<file path="src/rtl/inst_axi_bridge_if.sv">
// Bus interfaces for inst_axi_bridge: the IF-stage SRAM-like fetch port and the AXI read channels.
// inst_bus_err exists only when INST_AXI_BRIDGE_ERR_EN is defined.
interface inst_sram_if;
    logic        inst_sram_req;
    logic        inst_sram_wr;
    logic [1:0]  inst_sram_size;
    logic [3:0]  inst_sram_wstrb;
    logic [31:0] inst_sram_addr;
    logic [31:0] inst_sram_wdata;
    logic        inst_sram_addr_ok;
    logic        inst_sram_data_ok;
    logic [31:0] inst_sram_rdata;
`ifdef INST_AXI_BRIDGE_ERR_EN
    logic        inst_bus_err;
`endif

    modport master (
        output inst_sram_req, inst_sram_wr, inst_sram_size, inst_sram_wstrb,
               inst_sram_addr, inst_sram_wdata,
        input  inst_sram_addr_ok, inst_sram_data_ok, inst_sram_rdata
`ifdef INST_AXI_BRIDGE_ERR_EN
        , input inst_bus_err
`endif
    );

    modport slave (
        input  inst_sram_req, inst_sram_wr, inst_sram_size, inst_sram_wstrb,
               inst_sram_addr, inst_sram_wdata,
        output inst_sram_addr_ok, inst_sram_data_ok, inst_sram_rdata
`ifdef INST_AXI_BRIDGE_ERR_EN
        , output inst_bus_err
`endif
    );
endinterface

interface axi_rd_if;
    logic [3:0]  arid;
    logic [31:0] araddr;
    logic [7:0]  arlen;
    logic [2:0]  arsize;
    logic [1:0]  arburst;
    logic [1:0]  arlock;
    logic [3:0]  arcache;
    logic [2:0]  arprot;
    logic        arvalid;
    logic        arready;
    logic [3:0]  rid;
    logic [31:0] rdata;
    logic [1:0]  rresp;
    logic        rlast;
    logic        rvalid;
    logic        rready;

    modport master (
        output arid, araddr, arlen, arsize, arburst, arlock, arcache, arprot, arvalid, rready,
        input  arready, rid, rdata, rresp, rlast, rvalid
    );

    modport slave (
        input  arid, araddr, arlen, arsize, arburst, arlock, arcache, arprot, arvalid, rready,
        output arready, rid, rdata, rresp, rlast, rvalid
    );
endinterface

</file>
<file path="src/rtl/inst_axi_bridge.sv">
// Read-only bridge from the IF-stage SRAM-like fetch port to single-beat AXI reads, in-order responses.
// Optional feature: define INST_AXI_BRIDGE_ERR_EN to add inst_bus_err (flags SLVERR/DECERR beats).
module inst_axi_bridge #(
    parameter int MAX_OUTSTANDING = 2
) (
    input  logic       clk,
    input  logic       resetn,
    inst_sram_if.slave sram,
    axi_rd_if.master   axi
);
    localparam int CW = $clog2(MAX_OUTSTANDING + 1);
    localparam logic [CW-1:0] CNT_MAX = CW'(MAX_OUTSTANDING);
    localparam logic [CW-1:0] CNT_ONE = CW'(1);

    typedef enum logic {
        AR_IDLE = 1'b0,
        AR_BUSY = 1'b1
    } ar_state_t;

    ar_state_t     state;
    ar_state_t     state_nxt;
    logic [CW-1:0] cnt;
    logic [31:0]   araddr_q;
    logic          addr_ok;
    logic          ar_hs;
    logic          r_hs;
    logic          r_real;
    logic          data_ok_q;
    logic [31:0]   rdata_q;

    assign ar_hs  = (state == AR_BUSY) & axi.arready;
    assign r_hs   = axi.rvalid & resetn;
    // A beat with nothing outstanding is unsolicited: consumed, never reported to IF.
    assign r_real = r_hs & (cnt != '0);

    always_ff @(posedge clk) begin
        if (!resetn) begin
            state <= AR_IDLE;
        end else begin
            state <= state_nxt;
        end
    end

    always_comb begin
        state_nxt = state;
        addr_ok   = 1'b0;
        case (state)
            AR_IDLE: begin
                addr_ok = resetn & sram.inst_sram_req & (cnt < CNT_MAX);
                if (addr_ok) begin
                    state_nxt = AR_BUSY;
                end
            end
            AR_BUSY: begin
                if (ar_hs) begin
                    state_nxt = AR_IDLE;
                end
            end
            default: state_nxt = AR_IDLE;
        endcase
    end

    always_ff @(posedge clk) begin
        if (!resetn) begin
            cnt <= '0;
        end else begin
            case ({addr_ok, r_real})
                2'b10:   cnt <= cnt + CNT_ONE;
                2'b01:   cnt <= cnt - CNT_ONE;
                default: cnt <= cnt;
            endcase
        end
    end

    always_ff @(posedge clk) begin
        if (!resetn) begin
            araddr_q <= '0;
        end else if (addr_ok) begin
            araddr_q <= sram.inst_sram_addr;
        end
    end

    // Response data is held until the next real beat overwrites it.
    always_ff @(posedge clk) begin
        if (!resetn) begin
            data_ok_q <= 1'b0;
            rdata_q   <= '0;
        end else begin
            data_ok_q <= r_real;
            if (r_real) begin
                rdata_q <= axi.rdata;
            end
        end
    end

`ifdef INST_AXI_BRIDGE_ERR_EN
    logic bus_err_q;

    always_ff @(posedge clk) begin
        if (!resetn) begin
            bus_err_q <= 1'b0;
        end else begin
            bus_err_q <= r_real & axi.rresp[1];
        end
    end

    assign sram.inst_bus_err = bus_err_q;
`endif

    assign sram.inst_sram_addr_ok = addr_ok;
    assign sram.inst_sram_data_ok = data_ok_q;
    assign sram.inst_sram_rdata   = rdata_q;

    assign axi.arid    = 4'd0;
    assign axi.araddr  = araddr_q;
    assign axi.arlen   = 8'd0;
    assign axi.arsize  = 3'b010;
    assign axi.arburst = 2'b01;
    assign axi.arlock  = 2'd0;
    assign axi.arcache = 4'd0;
    assign axi.arprot  = 3'd0;
    assign axi.arvalid = (state == AR_BUSY);
    assign axi.rready  = resetn;

    logic unused_inputs;
`ifdef INST_AXI_BRIDGE_ERR_EN
    assign unused_inputs = ^{sram.inst_sram_wr, sram.inst_sram_size, sram.inst_sram_wstrb,
                             sram.inst_sram_wdata, axi.rid, axi.rlast, axi.rresp[0]};
`else
    assign unused_inputs = ^{sram.inst_sram_wr, sram.inst_sram_size, sram.inst_sram_wstrb,
                             sram.inst_sram_wdata, axi.rid, axi.rlast, axi.rresp};
`endif
endmodule

</file>
<file path="src/flat_wrapper.sv">
// flat-port wrapper written by rule: the top's interface ports become plain ports
module inst_axi_bridge_flat 
#(
    parameter int MAX_OUTSTANDING = 2
)
  (clk, resetn, sram_inst_sram_req, sram_inst_sram_wr, sram_inst_sram_size, sram_inst_sram_wstrb, sram_inst_sram_addr, sram_inst_sram_wdata, sram_inst_sram_addr_ok, sram_inst_sram_data_ok, sram_inst_sram_rdata, axi_arid, axi_araddr, axi_arlen, axi_arsize, axi_arburst, axi_arlock, axi_arcache, axi_arprot, axi_arvalid, axi_rready, axi_arready, axi_rid, axi_rdata, axi_rresp, axi_rlast, axi_rvalid);
  inst_sram_if sram_i ();
  axi_rd_if axi_i ();
  input  logic clk;
  input  logic resetn;
  input wire logic [$bits(sram_i.inst_sram_req)-1:0] sram_inst_sram_req;
  input wire logic [$bits(sram_i.inst_sram_wr)-1:0] sram_inst_sram_wr;
  input wire logic [$bits(sram_i.inst_sram_size)-1:0] sram_inst_sram_size;
  input wire logic [$bits(sram_i.inst_sram_wstrb)-1:0] sram_inst_sram_wstrb;
  input wire logic [$bits(sram_i.inst_sram_addr)-1:0] sram_inst_sram_addr;
  input wire logic [$bits(sram_i.inst_sram_wdata)-1:0] sram_inst_sram_wdata;
  output wire logic [$bits(sram_i.inst_sram_addr_ok)-1:0] sram_inst_sram_addr_ok;
  output wire logic [$bits(sram_i.inst_sram_data_ok)-1:0] sram_inst_sram_data_ok;
  output wire logic [$bits(sram_i.inst_sram_rdata)-1:0] sram_inst_sram_rdata;
  output wire logic [$bits(axi_i.arid)-1:0] axi_arid;
  output wire logic [$bits(axi_i.araddr)-1:0] axi_araddr;
  output wire logic [$bits(axi_i.arlen)-1:0] axi_arlen;
  output wire logic [$bits(axi_i.arsize)-1:0] axi_arsize;
  output wire logic [$bits(axi_i.arburst)-1:0] axi_arburst;
  output wire logic [$bits(axi_i.arlock)-1:0] axi_arlock;
  output wire logic [$bits(axi_i.arcache)-1:0] axi_arcache;
  output wire logic [$bits(axi_i.arprot)-1:0] axi_arprot;
  output wire logic [$bits(axi_i.arvalid)-1:0] axi_arvalid;
  output wire logic [$bits(axi_i.rready)-1:0] axi_rready;
  input wire logic [$bits(axi_i.arready)-1:0] axi_arready;
  input wire logic [$bits(axi_i.rid)-1:0] axi_rid;
  input wire logic [$bits(axi_i.rdata)-1:0] axi_rdata;
  input wire logic [$bits(axi_i.rresp)-1:0] axi_rresp;
  input wire logic [$bits(axi_i.rlast)-1:0] axi_rlast;
  input wire logic [$bits(axi_i.rvalid)-1:0] axi_rvalid;
  assign sram_i.inst_sram_req = sram_inst_sram_req;
  assign sram_i.inst_sram_wr = sram_inst_sram_wr;
  assign sram_i.inst_sram_size = sram_inst_sram_size;
  assign sram_i.inst_sram_wstrb = sram_inst_sram_wstrb;
  assign sram_i.inst_sram_addr = sram_inst_sram_addr;
  assign sram_i.inst_sram_wdata = sram_inst_sram_wdata;
  assign sram_inst_sram_addr_ok = sram_i.inst_sram_addr_ok;
  assign sram_inst_sram_data_ok = sram_i.inst_sram_data_ok;
  assign sram_inst_sram_rdata = sram_i.inst_sram_rdata;
  assign axi_arid = axi_i.arid;
  assign axi_araddr = axi_i.araddr;
  assign axi_arlen = axi_i.arlen;
  assign axi_arsize = axi_i.arsize;
  assign axi_arburst = axi_i.arburst;
  assign axi_arlock = axi_i.arlock;
  assign axi_arcache = axi_i.arcache;
  assign axi_arprot = axi_i.arprot;
  assign axi_arvalid = axi_i.arvalid;
  assign axi_rready = axi_i.rready;
  assign axi_i.arready = axi_arready;
  assign axi_i.rid = axi_rid;
  assign axi_i.rdata = axi_rdata;
  assign axi_i.rresp = axi_rresp;
  assign axi_i.rlast = axi_rlast;
  assign axi_i.rvalid = axi_rvalid;
  inst_axi_bridge #(.MAX_OUTSTANDING(MAX_OUTSTANDING)) u_core (.clk(clk), .resetn(resetn), .sram(sram_i), .axi(axi_i));
endmodule
</file>
<file path="config.mk">
export PLATFORM = sky130hd
export DESIGN_NAME = inst_axi_bridge_flat
export DESIGN_NICKNAME = d
export VERILOG_FILES = /design/src/rtl/inst_axi_bridge_if.sv /design/src/rtl/inst_axi_bridge.sv /design/src/flat_wrapper.sv
export SDC_FILE = /design/constraint.sdc
export NUM_CORES = 1
export LEC_CHECK = 0
export CAP_MARGIN = 20
export CORE_UTILIZATION = 30
export DETAILED_ROUTE_END_ITERATION = 12
export PLACE_DENSITY = 0.73
export RECOVER_POWER = 50
export SKIP_CTS_REPAIR_TIMING = 1
export SLEW_MARGIN = 20
export SYNTH_ARGS = -nofsm -noshare
export SYNTH_HDL_FRONTEND = slang
export SYNTH_SLANG_ARGS = --single-unit
</file>
<file path="constraint.sdc">
create_clock -name clk -period 4.6 [get_ports clk]
set_clock_uncertainty 0.05 [all_clocks]
set_input_delay 0.69 -clock clk [delete_from_list [all_inputs] [get_ports clk]]
set_output_delay 0.69 -clock clk [all_outputs]
set_load 0.02 [all_outputs]
</file>
==> results.md <==
* Part of the Yosys area used for sequential elements at 0.491
* Vias in the first global route at 2405
* Number of rows in the core area at 34
* Vias per std cell at 4.33
* N_diodes at 0
* Number of warnings printed during yosys synthesis at 0
* Clock sink total at 68
* Number of enable flip-flop cells after synthesis at 0
* DRT Pass-1 Iters at 9
* Endpoints failing hold at 0
* TNS Setup at 0 ns
* Height of the chip at 98.1 um
* Top delay family on crit path: buffers and inverters
* Status: finished with violations
* Initial cell density of the core at 0.313
* Slowest cell on the critical path: clkbuf_1
* Count of cell types in the netlist at 20
* Clk Tree Root Cell: clkbuf_8
* Total clock buffers created by CTS at 9
* Delay of the slowest critical-path stage at 1.08 ns
* Setup repair after global routing missed its margin: no
* Worst relative slew slack at 0.00208
* Count of unresolved DRC violations after routing at 14
* Share of flip-flops with an asynchronous set or reset at 0
* Number of top-level pins at 209
* Max-cap violations at 0
* Most used flip-flop cell after synthesis: dfxtp_1
* Violated checks: DRC
* Area of the mapped netlist at 0.00277 mm^2
* Count of pins over their slew limit at 0
* Post-layout minimum cycle time at 3.34 ns
* Required time reported for the critical path endpoint at 4.80 ns
* Avg Cell Area, Syn at 8.47 um^2
* R2r startpoint: u_core.cnt[1]
* Cell chain of the critical path: dlygate4sd3_1 -> o21a_1 -> clkbuf_1 -> and2_1 -> ha_1 -> or3_1 -> a21boi_0
* First-pass GRT wire length at 10700 um
* Core outline area at 0.00885 mm^2
* Flops & latches, synth at 68
* Sequential share of power at 0.468
* Total global-route track usage at 0.141
* Worst voltage drop across the vdd grid at 0.155 mV
* Min-Delay Path Class: reg2reg
* Global-route congestion overflow total at 0
* Area fraction of the dominant cell type after synthesis at 0.491
* Cells taking the most area after synthesis: dfxtp_1 (49%), nand2_1 (17%), a21boi_0 (16%), buf_4 (7.3%), a21boi_1 (2.2%)
* Clock Tree Buf Depth at 2
* Total chip power at 1.40 mW
* First-iteration detailed-routing DRC count at 63
* Maximum number of pins on one net before global-route repair at 38
* Top cell type by total area after synthesis: dfxtp_1
* Internal cell power at 0.981 mW
* Area growth, synth to finish at 53.0%
* Number of buffers and inverters on the critical path at 2
* Leakage power at 1.57 nW
* Total via count in the routed design at 2454
* Residual antenna-violating net count after detailed routing at 0
* Clock tree from TritonCTS: built
* Peak fanout along the critical path at 34
* Endpoints failing setup at 0
* IO Port Bufs at 136
* Clock network power share at 0.301
* Start point of the worst hold path: u_core.axi.araddr[20]
* Post-CTS clock slew at the launch and capture registers of the worst setup and hold paths at 0.07 ns
* Sw Ratio at 0.297
* Total wirelength of the detailed-routed design at 6550 um
* Worst-case register-to-register setup slack at 1.70 ns
* Launching element of the worst setup path: axi_rvalid
* WL per Instance at 11.6 um
* P_sw at 0.415 mW
* Capturing element type of the critical path: register
* Arrival @ worst endpoint at 3.55 ns
* Power per Cell Area at 329 mW/mm^2
* Die Outline Area at 0.00962 mm^2
* Portion of total power attributed to combinational logic at 0.231
* Post-DP HPWL at 4600 um
* Fin nets at 570
* Startpoint kind of the worst setup timing path: input port
* Critical path type: in2reg
* Antenna violations before repair at 0
* Clock latency of the later-clocked register in the worst-skew pair at 0.33 ns
* Routability Congestion at 0.717
* Mapped Cells at 327
* Fraction of layout instances using a drive strength above 1 at 0.0458
* Number of fill cells in the layout at 849
* Level count of the clock H-tree at 3
* Max Clk Rate at 299 MHz
* Worst-margin pin slew at 1.50 ns
* X dimension of the die at 98.1 um
* Tcrit/Tclk final at 0.727
per-layer routing:
| layer | up-vias | wire [um] | track usage |
|---|---|---|---|
| met5 | - | 0 | 0 |
| met4 | 0 | 72 | 0.0548 |
| met3 | 9 | 677 | 0.0673 |
| met2 | 105 | 3070 | 0.234 |
| met1 | 1104 | 2740 | 0.156 |
| li1 | 1236 | - | - |
cells by family (layout without fill, tap and decap cells):
| group | count (synthesis) | after routing | share of synthesized area |
|---|---|---|---|
| AND/OR/NAND/NOR | 136 | 136 | 0.194 |
| AO/OA/AOI/OAI | 69 | 69 | 0.185 |
| flip-flops | 68 | 68 | 0.491 |
| buffers and inverters | 49 | 157 | 0.116 |
| other | 2 | 26 | 0.00271 |
| XOR/XNOR | 2 | 2 | 0.00632 |
| adder cells (fa/ha/maj) | 1 | 1 | 0.00452 |
power groups by stage:
stage	sequential, mW	clock, mW	combinational [mW]
floorplan	0.716	0	0.138
global placement	0.666	0	0.323
detailed placement	0.668	0	0.328
CTS	0.654	0.444	0.330
global route	0.659	0.475	0.349
finish	0.654	0.420	0.322
cells in the mapped netlist, types with 2 or more instances:
cell      instances
buf_2            11
dfxtp_1          68
buf_6             3
nand2_1         129
and2_1            3
clkbuf_1          7
xnor2_1           2
conb_1            2
buf_4            27
a21boi_0         58
a21boi_1          8
layout by cell type (no fill, tap or decap):
cell type        count
conb_1              26
clkdlybuf4s50_1    124
clkbuf_8             9
buf_4                3
and2_1               3
a21boi_1             2
clkinv_4             1
or3_1                1
ha_1                 1
nand2b_1             1
or3b_1               1
clkbuf_1             2
dfxtp_1             68
a21boi_0            64
clkinvlp_4           3
o21a_1               1
o21ai_2              1
xnor2_1              2
clkinv_2             2
buf_2                1
inv_1                1
dlygate4sd3_1       11
nand2_1            129
nor3b_4              1
o21ai_0              1
per-stage QoR:
stage          hold slack (ns)  area, um^2   util  setup slack (ns)  std cells
2_1_floorplan            0.459        2860      -              2.43        351
3_3_place_gp             0.392        4070  0.460              1.68        551
3_5_place_dp             0.397        4070  0.460              1.69        551
4_1_cts                  0.407        4240  0.479              1.67        567
5_1_grt                  0.437        4240  0.479              1.11        567
6_report                 0.411        4240  0.479              1.26        567
final timing paths:
path | to | cells after the start
worst max-delay path | u_core.cnt[1] | 7
worst min-delay path | u_core.axi.araddr[20] | 2
worst max register to register | u_core.cnt[1] | 6
worst min register to register | u_core.axi.araddr[20] | 2
final cells by class:
type                       count  area (um^2)  area share
clock inverter                 6         41.3     0.00974
inverter                       1         3.75    0.000885
sequential                    68         1360       0.321
clock buffer                  10          128      0.0301
timing repair buffer         140         1380       0.326
tap                          108          135      0.0319
multi-input combinational    234         1190       0.280
registers in the layout, indices dropped and copies added, names as in the netlist:
name,count
u_core.axi.araddr,32
u_core.axi.arvalid,1
u_core.cnt,2
u_core.sram.inst_sram_data_ok,1
u_core.sram.inst_sram_rdata,32
worst reg2reg max path, cell delays in order (launching register included):
cell      delay [ns]
dfxtp_1         0.46
o21a_1          0.17
clkbuf_1        1.08
and2_1          0.26
ha_1            0.26
or3_1           0.35
a21boi_0        0.19
Power figures use the tool's default switching activity.
